--- config.mk ---
export PLATFORM = sky130hd
export DESIGN_NAME = rs_encode_wrapper
export DESIGN_NICKNAME = d
export VERILOG_FILES = /design/src/rtl/rs_encode_wrapper.sv
export SDC_FILE = /design/constraint.sdc
export NUM_CORES = 1
export LEC_CHECK = 0
export BUFFER_PORTS_ARGS = -buffer_cell sky130_fd_sc_hd__buf_2
export CAP_MARGIN = 20
export CORE_MARGIN = 4
export CORE_UTILIZATION = 36
export CTS_CLUSTER_SIZE = 14
export DETAILED_ROUTE_END_ITERATION = 10
export GPL_TIMING_DRIVEN = 0
export HOLD_SLACK_MARGIN = 0.1
export PLACE_DENSITY_LB_ADDON = 0.15
export RECOVER_POWER = 50
export SETUP_SLACK_MARGIN = 0.5
export SKIP_LAST_GASP = 1
export SLEW_MARGIN = 15
export SYNTH_ARGS = -nofsm -noshare
export SYNTH_HDL_FRONTEND = slang
export SYNTH_SLANG_ARGS = --single-unit
--- constraint.sdc ---
create_clock -name clk -period 2.9 [get_ports clk]
set_input_delay 0.145 -clock clk [delete_from_list [all_inputs] [get_ports clk]]
set_output_delay 0.145 -clock clk [all_outputs]
set_load 0.005 [all_outputs]
--- src/rtl/rs_encode_wrapper.sv ---
// Systematic RS(255,223) encoder over GF(2^8) for a byte stream: forwards the
// 223 message bytes, then emits the 32 parity bytes from the division LFSR.
module rs_encode_wrapper (
  input  logic       clk,
  input  logic       rst_n,
  input  logic       src_encoder_start_encode,
  input  logic       src_encoder_data_enable,
  input  logic [7:0] src_encoder_data,
  output logic       encoder_src_encoding,
  output logic       encoder_dst_data_val,
  output logic [7:0] encoder_dst_data
);

  // state    | meaning
  // S_IDLE   | waiting for a start pulse
  // S_DATA   | accepting and forwarding message bytes, LFSR dividing
  // S_PARITY | shifting parity out, r[31] first

  localparam int         K         = 223;
  localparam int         NPAR      = 32;
  localparam logic [8:0] PRIM_POLY = 9'h11D;
  localparam int         FCR       = 0;

  localparam logic [7:0] LAST_IDX = 8'(K - 1);
  localparam logic [4:0] LAST_PAR = 5'(NPAR - 1);

  function automatic logic [7:0] gf_mul(input logic [7:0] a, input logic [7:0] b);
    logic [7:0] p;
    logic [7:0] x;
    p = '0;
    x = a;
    for (int i = 0; i < 8; i++) begin
      if (b[i]) p = p ^ x;
      x = x[7] ? ({x[6:0], 1'b0} ^ PRIM_POLY[7:0]) : {x[6:0], 1'b0};
    end
    return p;
  endfunction

  // Coefficients g_0..g_31 of the monic generator prod (x + alpha^(FCR+i)).
  function automatic logic [NPAR-1:0][7:0] gen_poly();
    logic [NPAR:0][7:0] g;
    logic [7:0]         root;
    g    = '0;
    g[0] = 8'h01;
    root = 8'h01;
    for (int i = 0; i < FCR; i++) root = gf_mul(root, 8'h02);
    for (int i = 0; i < NPAR; i++) begin
      for (int j = NPAR; j > 0; j--) g[j] = g[j-1] ^ gf_mul(g[j], root);
      g[0] = gf_mul(g[0], root);
      root = gf_mul(root, 8'h02);
    end
    return g[NPAR-1:0];
  endfunction

  localparam logic [NPAR-1:0][7:0] G_COEF = gen_poly();

  typedef enum logic [1:0] {S_IDLE, S_DATA, S_PARITY} state_t;

  state_t               r_state;
  state_t               w_state_nxt;
  logic [1:0]           r_rst_sync;
  logic [NPAR-1:0][7:0] r_par;
  logic [NPAR-1:0][7:0] w_par_feed;
  logic [7:0]           w_fb;
  logic [7:0]           r_cnt;
  logic [4:0]           r_pcnt;
  logic                 r_dval;
  logic [7:0]           r_data;
  logic                 w_start_ok;
  logic                 w_accept;
  logic                 w_last_byte;
  logic                 w_shift;
  logic                 w_last_par;

  // Reset asserts asynchronously but is released two clocks later, in sync with clk.
  always_ff @(posedge clk or negedge rst_n) begin
    if (!rst_n) r_rst_sync <= 2'b00;
    else        r_rst_sync <= {r_rst_sync[0], 1'b1};
  end

  always_ff @(posedge clk or negedge rst_n) begin
    if (!rst_n)              r_state <= S_IDLE;
    else if (!r_rst_sync[1]) r_state <= S_IDLE;
    else                     r_state <= w_state_nxt;
  end

  // The final parity byte is still on the output in the first IDLE cycle, so a
  // start there is refused; busy covers that cycle too.
  always_comb begin
    w_state_nxt = r_state;
    w_start_ok  = (r_state == S_IDLE) && src_encoder_start_encode && !r_dval;
    w_accept    = (r_state == S_DATA) && src_encoder_data_enable;
    w_last_byte = w_accept && (r_cnt == LAST_IDX);
    w_shift     = (r_state == S_PARITY);
    w_last_par  = w_shift && (r_pcnt == LAST_PAR);
    case (r_state)
      S_IDLE:   if (w_start_ok)  w_state_nxt = S_DATA;
      S_DATA:   if (w_last_byte) w_state_nxt = S_PARITY;
      S_PARITY: if (w_last_par)  w_state_nxt = S_IDLE;
      default:  w_state_nxt = S_IDLE;
    endcase
  end

  always_comb begin
    w_par_feed    = '0;
    w_fb          = src_encoder_data ^ r_par[NPAR-1];
    w_par_feed[0] = gf_mul(w_fb, G_COEF[0]);
    for (int i = 1; i < NPAR; i++) w_par_feed[i] = r_par[i-1] ^ gf_mul(w_fb, G_COEF[i]);
  end

  always_ff @(posedge clk or negedge rst_n) begin
    if (!rst_n) begin
      r_par  <= '0;
      r_cnt  <= '0;
      r_pcnt <= '0;
      r_dval <= 1'b0;
      r_data <= '0;
    end else if (!r_rst_sync[1]) begin
      r_par  <= '0;
      r_cnt  <= '0;
      r_pcnt <= '0;
      r_dval <= 1'b0;
      r_data <= '0;
    end else begin
      if (w_start_ok) begin
        r_par  <= '0;
        r_cnt  <= '0;
        r_pcnt <= '0;
      end else if (w_accept) begin
        r_par <= w_par_feed;
        if (!w_last_byte) r_cnt <= r_cnt + 8'd1;
      end else if (w_shift) begin
        r_par  <= {r_par[NPAR-2:0], 8'h00};
        r_pcnt <= r_pcnt + 5'd1;
      end
      r_dval <= w_accept || w_shift;
      if (w_accept)     r_data <= src_encoder_data;
      else if (w_shift) r_data <= r_par[NPAR-1];
      else              r_data <= '0;
    end
  end

  assign encoder_src_encoding = (r_state != S_IDLE) || r_dval;
  assign encoder_dst_data_val = r_dval;
  assign encoder_dst_data     = r_data;

endmodule

==> run_results.csv, run 1 <==
group,metric,value,unit
grt,grt_pass1_wl,81.9,mm
logic_synthesis,synthTopCellsByArea,"dfrtp_1, xnor2_1, o21ai_0",
placed_design,place_ws,-713,ps
worst_setup_path,cp_slowest_stage_delay,630,ps
grt,use_met1,34.5,%
logic_synthesis,yosysTopAreaCellShare,46.9,%
die,start_util,36.7,%
die,die_w,212,microns
sta,timing.final.crit_share,90.5,%
clock_network,path_clk_slew,60,ps
detailed_routing,drc_errors,0,
detailed_routing,drt-initial-drc-count,1349,
pwr,p_per_area,606,nW/um^2
die,num_rows,74,
logic_synthesis,synth_cells,1570,
logic_synthesis,mappedNetlistNets,1586,
die,ios,22,
sta,drv_slew,0,
sta,relSlewSlack,6.96,%
worst_setup_path,cp-start-kind,"flop",
clock_network,clk_path_buf_depth,3,
clock_network,cts_root_buf,"clkbuf_16",
grt,gr-total-overflow,0,
sta,finalHoldViolCount,0,
detailed_routing,wire_per_inst,24.3,microns
sta,fmax,381,MHz
detailed_routing,drt-total-wl,57.4,mm
worst_setup_path,crit_chain,"xnor2_4 -> xnor3_4 -> buf_12 -> buf_12 -> xnor2_4 -> xnor2_1 -> nor2_1 -> xnor2_1 -> o21ai_1",
final_layout,syn2layout_area_growth,37.5,%
grt,track_usage,24.8,%
sta,setup_viol,0,
final_layout,layout_commonest_cell,"xnor2_1",
clock_network,cts_tree,"built",
job,max_cap_viol_count,0,
worst_setup_path,crit_arrival,3050,ps
sta,setup_ws,275,ps
grt,grt-busiest-layer,"met2",
placed_design,io_buffers,21,
sta,final.min_clock_period,2620,ps
sta,holdWs,195,ps
run_status,status,"complete, no violations",
clock_network,htree_levels,2,
sta,worst_slew_pin_slew,1400,ps
final_layout,final_core_util,50.4,%
grt,grt_max_degree,97,
worst_setup_path,path_class,"flop to flop",
clock_network,clock_sinks,282,
final_layout,diodes,0,
clock_network,clk_latency,550,ps
logic_synthesis,synth.avg_cell_area,9.58,sq um
hold_path,hold_class,"input pin to async pin",
logic_synthesis,yosys.cell_types.count,39,
worst_setup_path,crit_required,3320,ps
die,die-area,45100,sq um
grt,use_met2,37.3,%
pwr,peakVddDrop,0.405,mV
logic_synthesis,synth-seq-cells,282,
placed_design,gp_congestion,0.979,
grt,antenna_found_initial,1,
sta,clock_skew,23.0,ps
die,core-area,41000,sq um
worst_setup_path,critical_path.endpoint_type,"flop",
worst_setup_path,path_delay_family,"XOR/XNOR gates",
final_layout,final_layout_size_suffix_gt1_share,27.9,%
worst_setup_path,critPathSlowestCell,"xnor3_4",
logic_synthesis,synth_area,15000,sq um
detailed_routing,drt_pre_antenna_iters,5,
sta,rsz0062_at_grt,"yes",
final_layout,layout_common_cells,"xnor2_1, dfrtp_1, nand2_1",
detailed_routing,via_count,12400,
detailed_routing,antenna_left,0,
placed_design,hpwl,38.3,mm
logic_synthesis,synth-seq-area-share,46.9,%
grt,grt_pass1_vias,12000,
worst_setup_path,worst-path-max-fanout,6,
pwr,p_leak,8.20,nW
logic_synthesis,yosysWarnings,0,
pwr,fin_total_pwr,12.5,mW
clock_network,cts_inserted_buffers,35,
logic_synthesis,synth_area_leader_cell,"dfrtp_1",
die,dieHeight,212,microns
worst_setup_path,path_buf_inv,2,
detailed_routing,vias_per_cell,5.25,
final_layout,final_nets,1822,
grt,met3_usage,5.44,%
-- metal layers --
metal,vias to the layer above,wire (microns)
met5,-,14
met4,2,3630
met3,181,5130
met2,585,25000
met1,6065,23600
li1,5557,-
-- worst paths after layout --
path | cells past startpoint | slack, ps | end | from
worst max-delay path | 9 | 280 | r_par[237]$_DFFE_PN0P_ | r_par[255]$_DFFE_PN0P_
worst min-delay path | 2 | 190 | r_par[103]$_DFFE_PN0P_ | rst_n
worst max register to register | 9 | 280 | r_par[237]$_DFFE_PN0P_ | r_par[255]$_DFFE_PN0P_
worst min register to register | 0 | 360 | r_rst_sync[1]$_DFF_PN0_ | r_rst_sync[0]$_DFF_PN0_
max in group asynchronous | 3 | 680 | r_par[41]$_DFFE_PN0P_ | rst_n
min in group clk | 4 | 210 | r_cnt[1]$_DFFE_PN0P_ | src_encoder_start_encode
-- worst reg2reg max path, stage by stage (launching register included) --
cell and delay, ps:
dfrtp_2 450, xnor2_4 220, xnor3_4 630, buf_12 210, buf_12 130, xnor2_4 280, xnor2_1 140, nor2_1 220
xnor2_1 150, o21ai_1 70
-- registers in the layout, indices dropped and copies added (netlist names) --
signal,flops
encoder_dst_data_val,1
r_par,256
r_rst_sync,2
r_cnt,8
r_state,2
r_pcnt,5
encoder_dst_data,8
-- what timing repair did --
action | CTS | global route
resized for setup | 235 | 196
setup buffers | 85 | 78
setup endpoints to repair | 254 | 237
endpoints found under the hold margin | 101 | 0
pin swaps | 38 | 82
gates cloned | 0 | 1
hold buffers | 11 | 0
-- cell usage after synthesis --
| cell | count |
|---|---|
| buf_1 | 6 |
| buf_4 | 7 |
| xnor2_2 | 22 |
| a311oi_1 | 1 |
| xnor3_2 | 1 |
| nand4_1 | 4 |
| clkbuf_1 | 73 |
| a2111oi_0 | 1 |
| xnor2_4 | 5 |
| nor2b_1 | 2 |
| nand2_1 | 264 |
| clkinv_1 | 1 |
| a22oi_1 | 9 |
| buf_2 | 4 |
| xnor2_1 | 381 |
| o31ai_1 | 2 |
| xor3_1 | 1 |
| nor2_2 | 2 |
| and2_1 | 2 |
| xnor3_1 | 11 |
| o21ai_0 | 201 |
| a21oi_1 | 11 |
| ha_1 | 4 |
| xor2_1 | 11 |
| nand3_1 | 2 |
| a221oi_1 | 4 |
| o22ai_1 | 1 |
| or3_1 | 3 |
| nand2b_1 | 2 |
| a32oi_1 | 2 |
| o21ai_1 | 53 |
| nand4b_1 | 1 |
| dfrtp_1 | 282 |
| and3_1 | 2 |
| conb_1 | 1 |
| nor3_1 | 5 |
| inv_1 | 3 |
| or2_2 | 1 |
| nor2_1 | 182 |
-- where the power goes --
group | internal (mW) | total [mW] | switching (mW)
Sequential | 4.00 | 4.06 | 0.0590
Combinational | 1.87 | 3.94 | 2.07
Clock | 2.73 | 4.53 | 1.80
Total | 8.59 | 12.5 | 3.93
-- metrics by stage --
stage                     setup TNS, ps  instances  instance area [sq um]
final                                 0       2362                  20700
after global routing                  0       2362                  20700
after CTS                             0       2283                  19000
after detailed placement         -78430       2126                  15900
after global placement         -1182260       2123                  15800
after floorplan                       0       1570                  15000
-- cell type report --
cell class                 count  area, sq um
timing repair buffer         199         1930
buffer                        90          613
clock inverter                11          145
multi-input combinational   1194         9220
fill                        3604        20300
clock buffer                  50         1020
inverter                       4         16.3
tap                          532          666
sequential                   282         7070
-- cells by family after synthesis --
| kind of cell | synth area share, % |
|---|---|
| DFF | 46.9 |
| other | 0.0249 |
| AOI/OAI and AO/OA | 9.88 |
| xor gates and xnor gates | 28.1 |
| adders and majority gates | 0.333 |
| and+or+nand+nor | 12.2 |
| buffers and inverters | 2.55 |
No activity file was read; power rests on OpenSTA's default activity.
==> inputs of run 2 (changes only) <==
- PLACE_DENSITY: not set -> 0.58
- PLACE_DENSITY_LB_ADDON: 0.15 -> not set
==> run 2 against run 1 <==
Net effect: power shrank 1.4%; largest power group unchanged; clock skew shrank 11 ps; final cell count shrank 0.72%; largest cell class unchanged; final area shrank 0.75%.
==> run_results.csv, run 2 (synthesized netlist as in run 1, its figures left out) <==
group,metric,value,unit
die,start_util,36.7,%
detailed_routing,wire_per_inst,23.7,microns
die,dieHeight,212,microns
sta,setup_ws,345,ps
worst_setup_path,crit_top_cell,"xnor2_4",
pwr,p_leak,8.11,nW
final_layout,final_layout_size_suffix_gt1_share,28.1,%
sta,setup_viol,0,
worst_setup_path,critPathSlowestCell,"dfrtp_2",
sta,setup_tns,0,ps
final_layout,final_area,20500,sq um
worst_setup_path,crit_start,"r_par[254]$_DFFE_PN0P_",
clock_network,clk_path_buf_depth,3,
clock_network,htree_levels,1,
worst_setup_path,crit_arrival,3030,ps
sta,rsz0062_at_grt,"yes",
worst_setup_path,r2r-start,"r_par[254]$_DFFE_PN0P_",
sta,worst_slew_pin_slew,1400,ps
placed_design,place_ws,-561,ps
worst_setup_path,cp_slowest_stage_delay,440,ps
placed_design,post_dp_cell_area,15900,sq um
sta,finalHoldViolCount,0,
placed_design,io_buffers,21,
grt,grt_max_degree,101,
detailed_routing,antenna_left,0,
clock_network,clock_sinks,282,
worst_setup_path,cp-start-kind,"flop",
final_layout,largest_reg_flops,256,
detailed_routing,wl_met3,5.45,mm
sta,fmax,391,MHz
detailed_routing,wl_met2,24.0,mm
worst_setup_path,crit_chain,"xnor2_4 -> buf_6 -> buf_6 -> xnor3_2 -> xnor2_4 -> xnor3_1 -> and2_4 -> xnor2_4 -> o21ai_1",
die,num_rows,74,
final_layout,layout_common_cells,"xnor2_1, dfrtp_1, nand2_1",
grt,grt_pass1_wl,78.6,mm
sta,drv_slew,0,
final_layout,layout_commonest_cell,"xnor2_1",
sta,relSlewSlack,6.56,%
worst_setup_path,path_buf_inv,2,
clock_network,clk_latency,600,ps
worst_setup_path,critical_path.endpoint_type,"flop",
detailed_routing,drt-total-wl,55.7,mm
grt,gr-total-overflow,0,
placed_design,gp_congestion,0.971,
detailed_routing,wl_met1,22.4,mm
clock_network,cts_root_buf,"clkbuf_16",
sta,clock_skew,12.2,ps
detailed_routing,via_count,12500,
final_layout,syn2layout_area_growth,36.5,%
detailed_routing,drc_errors,0,
sta,final.min_clock_period,2550,ps
clock_network,cts_inserted_buffers,31,
grt,grt_pass1_vias,12000,
die,die_w,212,microns
clock_network,cts_tree,"built",
placed_design,hpwl,37.3,mm
clock_network,path_clk_slew,60,ps
pwr,peakVddDrop,0.316,mV
grt,antenna_found_initial,0,
worst_setup_path,worst-path-max-fanout,4,
detailed_routing,vias_per_cell,5.34,
worst_setup_path,crit_required,3370,ps
final_layout,final_nets,1803,
grt,track_usage,23.5,%
detailed_routing,drt_pre_antenna_iters,5,
run_status,status,"complete, no violations",
worst_setup_path,cp.depth,9,
die,die-area,45100,sq um
die,ios,22,
die,core-area,41000,sq um
pwr,p_per_area,602,nW/um^2
detailed_routing,drt-initial-drc-count,1422,
worst_setup_path,path_delay_family,"XOR/XNOR gates",
detailed_routing,top_layer,"met4",
worst_setup_path,path_class,"flop to flop",
sta,timing.final.crit_share,88.1,%
worst_setup_path,reg2reg_depth,9,
final_layout,top_register,"r_par",
job,max_cap_viol_count,0,
final_layout,instances_no_fill,2345,
hold_path,hold_class,"input pin to async pin",
placed_design,dp.cells,2126,
==> run 2: changes by cell type in the layout (fill, tap and decap cells not counted), moves of 5 or more <==
| cell | delta |
|---|---|
| buf_2 | +6 |
| buf_6 | -9 |
| o21ai_0 | -5 |
| clkbuf_1 | -7 |
| nor2_1 | -5 |
| xnor2_2 | +7 |
| xnor2_1 | -8 |
==> run 2: final timing paths <==
kind | end | slack (ps)
max | r_par[47]$_DFFE_PN0P_ | 350
min | r_par[111]$_DFFE_PN0P_ | 130
max reg2reg | r_par[47]$_DFFE_PN0P_ | 350
min reg2reg | r_rst_sync[1]$_DFF_PN0_ | 370
max in group asynchronous | r_par[84]$_DFFE_PN0P_ | 850
min in group clk | r_cnt[1]$_DFFE_PN0P_ | 190
==> run 2: metal layers <==
layer	GRT usage, %	vias up
met5	0	-
met4	10.6	0
met3	5.84	191
met2	35.4	695
met1	32.2	6157
li1	-	5491
==> run 2: per-stage QoR <==
stage / utilization (%) / power [mW] / hold slack, ps
after floorplan: - / 5.64 / -151
after global placement: 38.5 / 6.41 / 334
after detailed placement: 38.7 / 6.41 / 211
after CTS: 46.0 / 11.5 / 182
after global routing: 50.0 / 12.6 / 207
final: 50.0 / 12.4 / 132
==> run 2: final cells by class <==
class / count / area [sq um]
diodes: 1 / 2.50
flip-flops and latches: 282 / 7070
inverters: 4 / 18.8
plain buffers: 90 / 596
clock buffers: 41 / 863
fillers: 3565 / 20500
multi-input cells: 1194 / 9310
clock inverters: 17 / 251
repair buffers: 184 / 1750
well taps: 532 / 666
==> run 2: where the power goes <==
part | internal (mW) | switching, mW | total, mW | leakage [nW]
combinational | 1.82 | 2.09 | 3.91 | 3.66
clock | 2.63 | 1.76 | 4.38 | 0.546
sequential | 4.00 | 0.0601 | 4.06 | 3.91
total | 8.45 | 3.90 | 12.4 | 8.11
==> run 2: repair_timing <==
action,4_1_cts,5_1_grt
hold buffers,11,0
hold endpoints to repair,95,0
cloned,0,0
setup endpoints to repair,254,244
pin swaps,50,97
buffers inserted,77,72
resized for setup,226,228
==> run 2: worst reg2reg max path, delay by kind of cell, from the launching register on <==
kind            cells  cell delay, ps
xor+xnor            5            1450
flops               1             440
buf+inv             2             240
simple gates        1             230
compound gates      1              70
